`src/rtl/cache_mshr_pkg.sv`:
```
// Shared types and default geometry for the D$ miss-status holding register file.
package cvw;
  localparam int MSHR_PA_BITS  = 56;
  localparam int MSHR_LINELEN  = 512;
  localparam int MSHR_NUMWAYS  = 4;
  localparam int MSHR_NUMMSHR  = 4;
  localparam int MSHR_MAXMERGE = 3;
  localparam int MSHR_LADRLEN  = MSHR_PA_BITS - $clog2(MSHR_LINELEN / 8);
  localparam int MSHR_MCW      = $clog2(MSHR_MAXMERGE + 1);

  typedef enum logic [1:0] {FREE, PEND, ISSUED} mshr_state_t;

  // Field view of one entry at the default geometry.
  typedef struct packed {
    mshr_state_t             state;
    logic [MSHR_LADRLEN-1:0] Adr;
    logic [MSHR_NUMWAYS-1:0] Way;
    logic                    Dirty;
    logic [MSHR_MCW-1:0]     MergeCnt;
  } mshr_entry_t;
endpackage

```
`src/rtl/cache_mshr_entry.sv`:
```
// One MSHR entry: lifecycle state, captured miss fields, address comparator
// and saturating merge counter.
module cache_mshr_entry
  import cvw::*;
#(
  parameter int LADRLEN  = MSHR_LADRLEN,
  parameter int NUMWAYS  = MSHR_NUMWAYS,
  parameter int MAXMERGE = MSHR_MAXMERGE
) (
  input  logic               clk,
  input  logic               reset,
  input  logic               alloc,
  input  logic               merge,
  input  logic               issue,
  input  logic               fillSel,
  input  logic [LADRLEN-1:0] allocAdr,
  input  logic [NUMWAYS-1:0] allocWay,
  input  logic               allocWrite,
  output logic               isFree,
  output logic               isPend,
  output logic               match,
  output logic               saturated,
  output logic               filling,
  output logic [LADRLEN-1:0] adr,
  output logic [NUMWAYS-1:0] way,
  output logic               dirty
);
  localparam int MCW = $clog2(MAXMERGE + 1);

  mshr_state_t    state, stateNext;
  logic [MCW-1:0] mergeCnt;

  always_ff @(posedge clk) begin
    if (reset) state <= FREE;
    else       state <= stateNext;
  end

  always_comb begin
    stateNext = state;
    unique case (state)
      FREE:    if (alloc)   stateNext = PEND;
      PEND:    if (issue)   stateNext = ISSUED;
      ISSUED:  if (fillSel) stateNext = FREE;
      default:              stateNext = FREE;
    endcase
  end

  always_comb begin
    isFree    = (state == FREE);
    isPend    = (state == PEND);
    match     = (state != FREE) && (adr == allocAdr);
    saturated = (mergeCnt == MCW'(MAXMERGE));
    filling   = (state == ISSUED) && fillSel;
  end

  // A merge keeps the primary miss's victim way; only dirtiness accumulates.
  always_ff @(posedge clk) begin
    if (reset) begin
      adr      <= '0;
      way      <= '0;
      dirty    <= 1'b0;
      mergeCnt <= '0;
    end else if (alloc) begin
      adr      <= allocAdr;
      way      <= allocWay;
      dirty    <= allocWrite;
      mergeCnt <= '0;
    end else if (merge) begin
      dirty <= dirty | allocWrite;
      if (!saturated) mergeCnt <= mergeCnt + MCW'(1);
    end
  end
endmodule

```
`src/rtl/cache_mshr.sv`:
```
// MSHR file for the write-back D$: merges secondary misses, issues line
// fetches to the bus in lowest-index order and reports completed fills.
module cache_mshr
  import cvw::*;
#(
  parameter int PA_BITS  = MSHR_PA_BITS,
  parameter int LINELEN  = MSHR_LINELEN,
  parameter int NUMWAYS  = MSHR_NUMWAYS,
  parameter int NUMMSHR  = MSHR_NUMMSHR,
  parameter int MAXMERGE = MSHR_MAXMERGE,
  localparam int LADRLEN = PA_BITS - $clog2(LINELEN / 8),
  localparam int IDW     = $clog2(NUMMSHR)
) (
  input  logic               clk,
  input  logic               reset,
  input  logic               AllocValid,
  input  logic [LADRLEN-1:0] AllocAdr,
  input  logic [NUMWAYS-1:0] AllocWay,
  input  logic               AllocWrite,
  output logic               AllocReady,
  output logic               AllocMerged,
  output logic [IDW-1:0]     AllocId,
  output logic               BusReqValid,
  output logic [LADRLEN-1:0] BusReqAdr,
  output logic [IDW-1:0]     BusReqId,
  input  logic               BusReqReady,
  input  logic               BusFillValid,
  input  logic [IDW-1:0]     BusFillId,
  output logic               FillDoneValid,
  output logic [LADRLEN-1:0] FillDoneAdr,
  output logic [NUMWAYS-1:0] FillDoneWay,
  output logic               FillDoneDirty,
  output logic               Full,
  output logic               Busy
);
  logic [NUMMSHR-1:0] isFree, isPend, match, saturated, filling;
  logic [NUMMSHR-1:0] allocSel, mergeSel, issueSel, fillSel;
  logic [LADRLEN-1:0] entAdr [NUMMSHR];
  logic [NUMWAYS-1:0] entWay [NUMMSHR];
  logic [NUMMSHR-1:0] entDirty;
  logic [IDW-1:0]     freeId, matchId, pendId, reqId, lockIdReg;
  logic               freeFound, lockReg, allocTake, mergeTake;
  logic [LADRLEN-1:0] fillAdr;
  logic [NUMWAYS-1:0] fillWay;
  logic               fillDirty;

  assign allocTake = AllocValid & AllocReady & ~AllocMerged;
  assign mergeTake = AllocValid & AllocReady & AllocMerged;

  for (genvar gi = 0; gi < NUMMSHR; gi++) begin : gEntry
    assign allocSel[gi] = allocTake & (freeId == IDW'(gi));
    assign mergeSel[gi] = mergeTake & match[gi];
    assign issueSel[gi] = BusReqValid & BusReqReady & (reqId == IDW'(gi));
    assign fillSel[gi]  = BusFillValid & (BusFillId == IDW'(gi));

    cache_mshr_entry #(
      .LADRLEN (LADRLEN),
      .NUMWAYS (NUMWAYS),
      .MAXMERGE(MAXMERGE)
    ) uEntry (
      .clk       (clk),
      .reset     (reset),
      .alloc     (allocSel[gi]),
      .merge     (mergeSel[gi]),
      .issue     (issueSel[gi]),
      .fillSel   (fillSel[gi]),
      .allocAdr  (AllocAdr),
      .allocWay  (AllocWay),
      .allocWrite(AllocWrite),
      .isFree    (isFree[gi]),
      .isPend    (isPend[gi]),
      .match     (match[gi]),
      .saturated (saturated[gi]),
      .filling   (filling[gi]),
      .adr       (entAdr[gi]),
      .way       (entWay[gi]),
      .dirty     (entDirty[gi])
    );
  end

  // Lowest-index encoders; at most one entry can match, so matchId is exact.
  always_comb begin
    freeId    = '0;
    freeFound = 1'b0;
    pendId    = '0;
    matchId   = '0;
    for (int i = NUMMSHR - 1; i >= 0; i--) begin
      if (isFree[i]) begin
        freeId    = IDW'(i);
        freeFound = 1'b1;
      end
      if (isPend[i]) pendId  = IDW'(i);
      if (match[i])  matchId = IDW'(i);
    end
  end

  always_comb begin
    AllocReady  = 1'b0;
    AllocMerged = 1'b0;
    AllocId     = '0;
    if (!reset) begin
      if (|match) begin
        if (!(|(match & filling)) && !(|(match & saturated))) begin
          AllocReady  = 1'b1;
          AllocMerged = 1'b1;
          AllocId     = matchId;
        end
      end else if (freeFound) begin
        AllocReady = 1'b1;
        AllocId    = freeId;
      end
    end
  end

  // A stalled request stays pinned even if a lower entry becomes PEND meanwhile.
  assign reqId       = lockReg ? lockIdReg : pendId;
  assign BusReqValid = ~reset & (|isPend);
  assign BusReqId    = BusReqValid ? reqId : '0;
  assign BusReqAdr   = BusReqValid ? entAdr[reqId] : '0;

  always_ff @(posedge clk) begin
    if (reset) begin
      lockReg   <= 1'b0;
      lockIdReg <= '0;
    end else begin
      lockReg   <= BusReqValid & ~BusReqReady;
      lockIdReg <= reqId;
    end
  end

  assign Full = ~reset & ~(|isFree);
  assign Busy = ~reset & ~(&isFree);

  always_comb begin
    fillAdr   = '0;
    fillWay   = '0;
    fillDirty = 1'b0;
    for (int i = 0; i < NUMMSHR; i++) begin
      if (filling[i]) begin
        fillAdr   = entAdr[i];
        fillWay   = entWay[i];
        fillDirty = entDirty[i];
      end
    end
  end

  always_ff @(posedge clk) begin
    if (reset) begin
      FillDoneValid <= 1'b0;
      FillDoneAdr   <= '0;
      FillDoneWay   <= '0;
      FillDoneDirty <= 1'b0;
    end else begin
      FillDoneValid <= |filling;
      FillDoneAdr   <= fillAdr;
      FillDoneWay   <= fillWay;
      FillDoneDirty <= fillDirty;
    end
  end
endmodule

```
`config.mk`:
```
export PLATFORM = sky130hd
export DESIGN_NAME = cache_mshr
export DESIGN_NICKNAME = d
export VERILOG_FILES = /design/src/rtl/cache_mshr_pkg.sv /design/src/rtl/cache_mshr_entry.sv /design/src/rtl/cache_mshr.sv
export SDC_FILE = /design/constraint.sdc
export NUM_CORES = 1
export LEC_CHECK = 0
export BUFFER_PORTS_ARGS = -buffer_cell sky130_fd_sc_hd__buf_2
export CAP_MARGIN = 10
export CORE_ASPECT_RATIO = 1.1
export CORE_UTILIZATION = 64
export CTS_CLUSTER_DIAMETER = 100
export DETAILED_ROUTE_END_ITERATION = 8
export PLACE_DENSITY = 0.85
export SLEW_MARGIN = 25
export SYNTH_ARGS = -nofsm -noshare
export SYNTH_HDL_FRONTEND = slang
export SYNTH_HIERARCHICAL = 1
export SYNTH_SLANG_ARGS = --single-unit
```
`constraint.sdc`:
```
create_clock -name clk -period 5.88 [get_ports clk]
set_input_delay 0 -clock clk [delete_from_list [all_inputs] [get_ports clk]]
set_output_delay 0 -clock clk [all_outputs]
set_load 0.03 [all_outputs]
```
Word-level counts from Yosys, hierarchy flattened
Cells that the tools add are included.

Order comparisons: 1. Add/subtract/negate cells: 4. Mux-type cells: 68. Reductions and logical operators: 45. Equality and inequality tests: 37. Bitwise logic cells: 40.

Operators with widths (count): $mux 50 (7); $eq 50x50->1 (4); $bmux 50 s2 (1); $mux 2 (30); $eq 2x2->1 const B (14); $and 1x1->1 (24); $ne 2x1->1 const B (12); $pmux 2 s3 (4); $reduce_or 4->1 (6); $mux 1 (22); $mux 4 (4); $reduce_bool 2->1 (8); $eq 2x1->1 const B (7); $logic_not 2->1 (7); $reduce_and 3->1 (4); $logic_and 1x1->1 (9); $not 1->1 (9); $add 2x1->2 const B (4); $and 4x4->4 (2); $reduce_and 2->1 (4); $reduce_or 2->1 (4); $or 1x1->1 (4); $reduce_and 4->1 (1); $ge 3x3->1 const B (1); 2 further kinds (3).

Bits of input ports: 62. Word-level logic and storage cells: 221. Register bits: 295. Output and inout bits: 115.

Depth between registers and ports, before layout
Gate-level depths: netlist of run 1.

Depth in word-level cells: 15. Depth in mapped cells: 13. Depth with buffers taken out: 12.

Cells and area by module
Netlist of run 1, hierarchy kept.

By module, submodules not included: cache_mshr_entry at gEntry[0].uEntry ... (seq. area each 1181.1 um^2, cells an instance 273, area each 2665.1 um^2, times used 3); cache_mshr (seq. area each 1181.1 um^2, cells an instance 567, area each 4729.5 um^2, times used 1); cache_mshr_entry at gEntry[3].uEntry (seq. area each 1181.1 um^2, cells an instance 275, area each 2691.3 um^2, times used 1).

Least setup slack after synthesis of run 1
OpenSTA, ideal clock, no wires.

Kind: reg-to-output. From: reg gEntry[3].uEntry.adr[36]. To: out AllocId[0]. Data required time: 5880 ps. Slack: 2966 ps. Buffers on the path: 0. Data arrival time: 2914 ps. Cell stages (with the launch flop): 9. Cells stage by stage: dfxtp_1 xnor2_1 o221ai_1 nor4_1 nand4_1 nor4_2 nor4_1 or2_2 o41ai_1.

Cells in the longest elaborated chain, start to end: 9. Elaborated cells between the ends (all ways): 17. Those cells by class: eq/ne (1); mux (7); bitwise (2); reduce/logical (7).

RTL lines: start: declaration (line cache_mshr_entry.sv:24) `output logic [LADRLEN-1:0] adr,`; start signal: assignment (line cache_mshr_entry.sv:64) `adr <= allocAdr;`; $eq 50x50->1 (*) (line cache_mshr_entry.sv:51) `match = (state != FREE) && (adr == allocAdr);`; $logic_and 1x1->1 (*) (line cache_mshr_entry.sv:51); net match[3] (line cache_mshr.sv:36) `logic [NUMMSHR-1:0] isFree, isPend, match, saturated, filling;`; $mux 2 / $and 4x4->4 (equally long branches) (line cache_mshr.sv:93, cache_mshr.sv:103); $mux 2 / $reduce_or 4->1 (equally long branches) (line cache_mshr.sv:93, cache_mshr.sv:103); $mux 2 / $logic_not 1->1 (equally long branches) (line cache_mshr.sv:93, cache_mshr.sv:103); $mux 2 / $logic_and 1x1->1 (equally long branches) (line cache_mshr.sv:93, cache_mshr.sv:103); $mux 2 (line cache_mshr.sv:103) `if (!(|(match & filling)) && !(|(match & saturated))) begin`; $mux 2 (*) (line cache_mshr.sv:102) `if (|match) begin`; $mux 2 (*) (line cache_mshr.sv:101) `if (!reset) begin`; end: declaration (line cache_mshr.sv:22) `output logic [IDW-1:0] AllocId,`.

The timed path passes the listed nets; every way through them passes the cells marked *.

Worst setup path in the final report of run 1
From: reg gEntry[3].uEntry.adr[6]. To: out AllocId[0].

The elaborated chain is that of the path after synthesis.

==> run metrics, run 1 <==
number of flops mapped to enable cells by yosys=0; CP endpoint kind=output port; Core Rows=between 50 and 60; die height=roughly 160 um; unrepaired setup endpoints after global routing=false; Via Count=~14k; DR WL met3=~6400 um; Port Buffers=~180; reg2reg end=gEntry[2].uEntry/adr[21]$_SDFFE_PP0P_; antenna violations before repair=5; fillers=about 1.6k; first-pass GRT wire length=79500 um; share of cells above drive strength 1=14.2%; Pleak=~0.0065 uW; Min Hold Slack=~0.14 ns; global-route usage over all layers=between 40% and 50%; ys async rst share=0%; setup tns final=0 ns; core area=roughly 24000 um2; Reg clk slew, reported paths=roughly 0.070 ns; cts hold-fix bufs=62; run status=finished clean; Wirelength per Cell=between 20 and 25 um; Detail Route Antenna Nets=0; Vias per Instance=about 6.7; critical path launch point=gEntry[3].uEntry/adr[6]$_SDFFE_PP0P_; post-synthesis register bit count=approximately 300; Peak VDD IR=roughly 0.28 mV; Mapped Avg Cell Area=approximately 9.3 um2; CTS tree=yes; Netlist Area Pre-Place=between 15000 and 20000 um2; largest net degree at the start of global routing=149; Fmax=~230 MHz; CTS sink cnt=about 300; number of global-route vias before repair=13.5k; Final setup viols=0; final hold vios=0; Root Buffer=clkbuf_16; DP Area=16300 um2; Distinct cells, synth=48; RD Place Congestion=approximately 1.1; cell area after layout=18000 um2; Warnings, synthesis=6; Slew headroom=around a quarter; post-cts repair resize count=0; crit-path max FO=5; top cells by count, synth=mux2i_1, dfxtp_1, nor2_1; FF-to-FF path depth=11; met2 wire length=around 23000 um; Area contributors post-synth=dfxtp_1, mux2i_1, nor2_1, xnor2_1, xor2_1; Top Layer Used=met5; die area=between 20000 and 25000 um2; post-synthesis sequential area ratio=38.3%; reg2reg start=gEntry[3].uEntry/adr[6]$_SDFFE_PP0P_; pwr dens=~250 nW/um2; min-delay worst type=in2reg; CTS Buf Count=30; Area Overhead vs Synth=16.7%; Least-Margin Pin Slew=1.11 ns; post-synth top area cell=dfxtp_1; Clk Latency, worst-skew pair=around 0.57 ns; die width=roughly 150 um; fin crit share=roughly 74%; Initial Util=65.3%; Startpoint Class=flip-flop; critical path endpoint=AllocId[0]; max-slew violations=0; skew final=approximately 0.017 ns; # nets final=1897; Top FF cell, synth=dfxtp_1; Arrival @ worst endpoint=4.33 ns; initial DRC count=2018; post-detail-place hpwl=34200 um; clk buf depth=3; Crit Path Category=reg2out; global-route congestion overflow total=0; DRC Markers=0; Syn Inst Count=roughly 1.7k; Routed WL=53000 um; MaxCap Viol Count=0; DR pass1 iterations=6; r2r setup slk=approximately 1.9 ns; Final min period=~4.3 ns; IO Pins=177; wl on met1=between 15000 and 20000 um; syn_nets=between 1.5k and 2k; post-CTS setup buffers=0; top-count cell post-synth=mux2i_1; post-synth top area share=38.3%; Worst Path Required=5.88 ns; Max H-tree Level=1
==> state kept, by name, summed over array words and instances (netlist names) <==
name	count
FillDoneAdr	50
FillDoneDirty	1
FillDoneValid	1
FillDoneWay	4
gEntry.uEntry/adr	200
gEntry.uEntry/dirty	4
gEntry.uEntry/mergeCnt	8
gEntry.uEntry/state	8
gEntry.uEntry/way	16
lockIdReg	2
lockReg	1
==> logic make-up after synthesis <==
group / synth area share (%)
compound gates: 11.0
xor+xnor: 9.88
fa+ha+maj: 0.325
buf+inv: 4.59
flops: 38.3
mux: 20.8
simple gates: 15.1
==> cell type report <==
class	instances	area (um2)	share of cell area, %
tap	305	382	2.12
multi-input combinational	1212	8850	49.2
clock buffer	47	936	5.20
inverter	37	139	0.772
timing repair buffer	255	1690	9.40
clock inverter	8	71.3	0.397
antenna	3	7.51	0.0417
sequential	295	5910	32.8
==> how the worst min path moves through the flow <==
| stage | startpoint | endpoint | slack (ns) | depth (start not counted) |
|---|---|---|---|---|
| finish | AllocValid | gEntry[1].uEntry/dirty$_SDFFE_PP0P_ | 0.14 | 5 |
| global placement | BusReqReady | lockReg$_SDFF_PP0_ | 0.19 | 2 |
| floorplan | BusReqReady | lockReg$_SDFF_PP0_ | 0.07 | 1 |
| CTS | AllocValid | gEntry[1].uEntry/dirty$_SDFFE_PP0P_ | 0.13 | 5 |
| global route | AllocValid | gEntry[3].uEntry/dirty$_SDFFE_PP0P_ | 0.16 | 5 |
| detailed placement | BusReqReady | lockReg$_SDFF_PP0_ | 0.20 | 2 |
==> power by group <==
group          switching, uW  internal, uW
sequential              35.4          2030
clock                    812          1130
combinational            292           174
==> layout by cell type (no fill, tap or decap), types with 5 or more instances in the layout <==
cell / synthesis / final
clkbuf_8: 0 / 11
xor2_1: 71 / 71
nor4_1: 27 / 27
nor4_2: 6 / 6
dlygate4sd3_1: 0 / 62
buf_2: 27 / 175
nor2b_1: 67 / 66
dfxtp_1: 295 / 295
clkbuf_16: 0 / 31
buf_4: 6 / 13
nand4_1: 32 / 32
nand2b_1: 5 / 5
a221oi_1: 57 / 56
inv_1: 36 / 36
o22ai_1: 62 / 62
o21ai_0: 11 / 11
nand2_1: 68 / 66
a21oi_1: 13 / 13
xnor2_1: 101 / 101
and2_1: 7 / 6
clkbuf_1: 64 / 6
nor3_1: 9 / 9
nor2_1: 254 / 254
o32ai_1: 51 / 51
clkinv_2: 0 / 5
mux2i_1: 320 / 320
==> metrics by stage <==
step	util, %	setup WS (ns)	power (uW)	cells
final	76.1	1.55	4470	2162
after global placement	69.0	2.24	2510	2040
after floorplan	-	2.97	2360	1661
after detailed placement	69.2	2.24	2520	2042
after global routing	76.1	1.59	4570	2161
after CTS	76.1	1.97	4440	2159
==> critical path, cell delays in order (launching register included) <==
cell and delay (ns):
dfxtp_1 0.35, xnor2_1 0.61, nand4_1 0.25, nor4_1 0.35, nand4_1 0.15, nor4_2 0.57
nor4_1 0.19, or2_2 0.38, o41ai_1 0.60, buf_2 0.31
==> layer usage <==
layer	global-route usage, %	vias up
met4	26.9	6
met2	65.2	1049
li1	-	6291
met5	1.04	-
met3	8.45	222
met1	54.4	6899
(Power assumes the default switching activity.)
==> run 2: changes to the inputs <==
- CORE_UTILIZATION: 64 -> 53
- PLACE_DENSITY: 0.85 -> 0.75
- clock period: 5.88 -> 3.75 ns (I/O delays scaled with it)
==> run 2 against run 1 <==
Effect of this change:
- setup slack worse by 1.5 ns
- highest routed layer unchanged
- combinational power up 60%
- routed wire length up 1.3%
- cell count up 4.2%
- count of clock-buffer cells in the layout down 3
- largest power group is now the clock network
==> run metrics, run 2 (synthesis results as in run 1) <==
Final min period=3.67 ns; Peak VDD IR=0.371 mV; core area=approximately 29000 um2; Initial Util=between 50% and 60%; final hold vios=0; die area=~30000 um2; max-slew violations=0; Area Overhead vs Synth=20.0%; Register Area=5910 um2; clk buf depth=3; reg2reg start=gEntry[2].uEntry/adr[28]$_SDFFE_PP0P_; commonest cells after routing, fill and taps aside=mux2i_1, dfxtp_1, nor2_1; Wirelength per Cell=23.8 um; die height=approximately 180 um; CP endpoint kind=output port; placed cells=around 2.1k; Largest regs=gEntry.uEntry/adr x200, FillDoneAdr x50, gEntry.uEntry/way x16; CTS sink cnt=295; Routed WL=~54000 um; Detail Route Antenna Nets=0; fin crit share=a little over nine tenths; fillers=about 2.4k; CTS Buf Count=35; Port Buffers=about 180; r2r setup slk=0.35 ns; reg2reg end=gEntry[2].uEntry/mergeCnt[1]$_SDFFE_PP0P_; crit path max-delay cell type=o22ai_1; Startpoint Class=flip-flop; setup tns final=0 ns; crit-path max FO=24; antenna violations before repair=5; IO Pins=177; FF-to-FF path depth=11; largest net degree at the start of global routing=207; Final setup viols=0; first-pass GRT wire length=81700 um; global-route congestion overflow total=0; critical path launch point=gEntry[3].uEntry/state[0]$_SDFFE_PP0P_; CTS tree=yes; Arrival @ worst endpoint=between 3 and 4 ns; RD Place Congestion=between 1 and 1.5; Finished Layout Cells=~2.3k; skew final=about 0.023 ns; Via Count=about 14k; min-delay worst type=in2reg; run status=finished clean; Largest stage delay, worst path=0.80 ns; post-detail-place hpwl=about 35000 um; die width=165 um; Worst Path Required=between 3 and 4 ns; Largest register FFs=200; HP Start=BusReqReady; most flop-heavy register=gEntry.uEntry/adr; area occupied by multi-input gates=~9000 um2; Clk Latency, worst-skew pair=~0.54 ns; pwr dens=404 nW/um2; Core Rows=65; number of global-route vias before repair=13.6k; initial DRC count=just under 2k; Crit Path Category=reg2out; Least-Margin Pin Slew=around 1.1 ns; Root Buffer=clkbuf_16; Vias per Instance=approximately 6.3; Pleak=0.00669 uW; share of cells above drive strength 1=between 10% and 20%; MaxCap Viol Count=0; unrepaired setup endpoints after global routing=false; Max H-tree Level=2; crit path cell chain=nor2b_1, nor2_1, o41ai_1, nand2_2, o22ai_1, buf_2; Hold Path Depth=3; critical path endpoint=BusReqAdr[31]; DRC Markers=0; # nets final=1926; DR pass1 iterations=6; Fmax=about 270 MHz; global-route usage over all layers=between 30% and 40%; Reg clk slew, reported paths=approximately 0.060 ns; commonest non-fill, non-tap cell in the layout=mux2i_1; Slew headroom=around 30%
## run 2: cell type report
cell class              count  area share [%]
clock inverters            15            1.12
well taps                 368            2.49
flip-flops and latches    295            31.9
inverters                  37           0.751
clock buffers              44            5.14
diodes                      3          0.0406
repair buffers            279            10.4
multi-input cells        1212            48.1
## run 2: layer usage
metal  global-route usage, %  share of wire [%]  vias up
met4                    20.1                6.1        2
met5                       0              0.024        -
met1                    48.7                 41     6784
li1                        -                  -     6335
met2                    54.1                 44      810
met3                    5.76                9.2      177
## run 2: worst min-delay path by stage
stage                               endpoint  slack, ns
after floorplan           lockReg$_SDFF_PP0_       0.07
after CTS                 lockReg$_SDFF_PP0_       0.19
after global placement    lockReg$_SDFF_PP0_       0.19
after global routing      lockReg$_SDFF_PP0_       0.23
after detailed placement  lockReg$_SDFF_PP0_       0.20
final                     lockReg$_SDFF_PP0_       0.21
## run 2: per-stage QoR
stage          util, %  instance area (um2)  worst slack (ns)  total power (uW)  hold slack (ns)
2_1_floorplan        -                15400             0.836              3690           0.0716
3_3_place_gp      58.3                16700             0.416              3960            0.194
3_5_place_dp      58.3                16700             0.367              3960            0.200
4_1_cts           64.4                18400            0.0722              7440            0.195
5_1_grt           64.6                18500            0.0317              7640            0.228
6_report          64.6                18500            0.0763              7460            0.213
## run 2: timing repair
action,CTS,global route
endpoints found under the setup margin,0,8
hold buffers,61,0
buffers inserted,0,0
gates resized for setup,0,3
hold endpoints to repair,231,0
## run 2: power breakdown
| group | total (uW) | switching [uW] | internal (uW) |
|---|---|---|---|
| clock network | 3480 | 1400 | 2080 |
| logic | 746 | 463 | 283 |
| registers | 3230 | 54.5 | 3180 |
## run 2: worst max-delay path, delay by kind of cell, from the launching register on
family	cells	cell delay (ns)
AND/OR/NAND/NOR	3	1.07
AO/OA/AOI/OAI	2	1.27
buffers and inverters	1	0.32
flip-flops	1	0.46
==> run 3: changes to the inputs <==
- REMOVE_ABC_BUFFERS: default -> 1
==> run 3 against run 2 <==
Effect of this change:
- total power is 2.3% lower
- non-clock buffer count is 9 lower
- maximum frequency is 1.6% lower
- largest power group unchanged
- highest routed layer is now met4
- clock power is 3% lower
==> run metrics, run 3 (synthesis results as in run 1) <==
run status=finished clean; die width=165 um; HP Start=BusReqReady; DRC Markers=0; IO Pins=between 150 and 200; Largest register FFs=200; Min Hold Slack=around 0.18 ns; NetSw=between 1500 and 2000 uW; RD Place Congestion=0.964; Pint=between 5000 and 6000 uW; sequential share of power=approximately 44%; Hold Path Depth=3; skew final=~0.015 ns; crit-path max FO=5; Register Area=between 5000 and 6000 um2; crit path cell chain=xnor2_1, nand4_1, nor4_4, nand4_1, nor4_4, nor4_1, or2_2, o41ai_2, buf_2; r2r setup slk=between 0.2 and 0.3 ns; most flop-heavy register=gEntry.uEntry/adr; CP endpoint kind=output port; first-pass GRT wire length=between 70000 and 80000 um; crit path max-delay cell type=nor4_4; fin crit share=about 100%; core area=about 29000 um2; Pleak=0.00663 uW; Reg clk slew, reported paths=~0.070 ns; area occupied by multi-input gates=8900 um2; reg2reg end=gEntry[0].uEntry/mergeCnt[1]$_SDFFE_PP0P_; Detail Route Antenna Nets=0; CTS tree=yes; largest net degree at the start of global routing=85; Clk pwr share=a little under half; die area=around 30000 um2; number of global-route vias before repair=approximately 13k; CTS sink cnt=around 300; Largest regs=gEntry.uEntry/adr x200, FillDoneAdr x50, gEntry.uEntry/way x16; min-delay worst type=in2reg; commonest non-fill, non-tap cell in the layout=mux2i_1; commonest cells after routing, fill and taps aside=mux2i_1, dfxtp_1, nor2_1; CTS Buf Count=31; final hold vios=0; fillers=2358; Core Rows=between 60 and 70; post-detail-place hpwl=just over 30000 um; Via Count=approximately 14k; Routed WL=46800 um; Worst Path Required=between 3 and 4 ns; share of cells above drive strength 1=15.1%; Largest stage delay, worst path=about 0.43 ns; global-route usage over all layers=between 30 and 40%; Final setup viols=0; Initial Util=53.9%; critical path launch point=gEntry[3].uEntry/adr[22]$_SDFFE_PP0P_; # nets final=approximately 1.9k; MaxCap Viol Count=0; diodes inserted=0; switching share of power=24.1%; global-route congestion overflow total=0; Layout Utilization=between 60% and 70%; Max H-tree Level=1; Crit Path Category=reg2out; critical path endpoint=AllocId[0]; pwr dens=397 nW/um2; DR pass1 iterations=5; Startpoint Class=flip-flop; Wirelength per Cell=20.9 um; die height=~180 um; Area Overhead vs Synth=19.2%; Port Buffers=176; clk buf depth=3; Clk Latency, worst-skew pair=about 0.56 ns; Peak VDD IR=roughly 0.37 mV; antenna violations before repair=0; Vias per Instance=6.09; Least-Margin Pin Slew=0.933 ns; FF-to-FF path depth=11; initial DRC count=1399; Fmax=268 MHz; reg2reg start=gEntry[3].uEntry/adr[22]$_SDFFE_PP0P_; combinational power share=9.5%; Slew headroom=between 30 and 40%; max-slew violations=0; Arrival @ worst endpoint=between 3 and 4 ns; Final min period=roughly 3.7 ns; Root Buffer=clkbuf_16
==> run 3: changes by cell type in the layout (fill, tap and decap cells not counted), moves of 3 or more <==
cell	previous run	this run
buf_4	33	24
clkbuf_16	36	31
bufinv_16	4	7
diode_2	3	0
==> run 3: cell type report <==
cell class,instances,area share (%)
multi-input combinational,1212,48.5
timing repair buffer,270,10.1
clock buffer,43,4.69
clock inverter,14,1.36
inverter,37,0.756
sequential,295,32.2
tap,368,2.51
==> run 3: power groups by stage <==
stage          registers (uW)  clock network (uW)  logic [uW]
5_1_grt                  3240                3530         732
3_3_place_gp             3300                   0         614
2_1_floorplan            3290                   0         413
6_report                 3230                3370         694
4_1_cts                  3230                3390         679
3_5_place_dp             3300                   0         620
==> run 3: worst max-delay path: cells and delay by family, from the launching register on <==
kind | cells | cell delay [ns]
xor gates and xnor gates | 1 | 0.26
buffers and inverters | 1 | 0.28
AOI/OAI and AO/OA | 1 | 0.43
and+or+nand+nor | 6 | 1.86
DFF | 1 | 0.35
==> run 3: what timing repair did <==
| item | CTS | global route |
|---|---|---|
| endpoints found under the hold margin | 228 | 0 |
| hold buffers | 62 | 0 |
| resized for setup | 4 | 2 |
| pin swaps | 0 | 2 |
| endpoints found under the setup margin | 1 | 3 |
| setup buffers | 0 | 1 |
==> run 3: how the worst min path moves through the flow <==
stage                                                     end
after CTS                 gEntry[1].uEntry/dirty$_SDFFE_PP0P_
after detailed placement                   lockReg$_SDFF_PP0_
after global placement                     lockReg$_SDFF_PP0_
after global routing      gEntry[2].uEntry/dirty$_SDFFE_PP0P_
after floorplan           gEntry[0].uEntry/dirty$_SDFFE_PP0P_
final                                      lockReg$_SDFF_PP0_
==> run 3: metal layers <==
layer  global-route usage [%]  wire (um)
met1                     42.6      19800
met2                     47.5      21200
met3                     3.81       3870
met4                     13.2       1930
met5                        0          0
==> run 3: metrics by stage <==
step | area (um2) | setup slack, ns | total power (uW) | cells | setup TNS [ns]
after floorplan | 14800 | -9.32 | 3700 | 1544 | -553.59
after global placement | 16600 | 0.207 | 3910 | 2119 | 0
after detailed placement | 16600 | 0.143 | 3920 | 2119 | 0
after CTS | 18300 | 0.0353 | 7300 | 2238 | 0
after global routing | 18400 | -0.0182 | 7500 | 2239 | -0.0182
final | 18400 | 0.0156 | 7290 | 2239 | 0
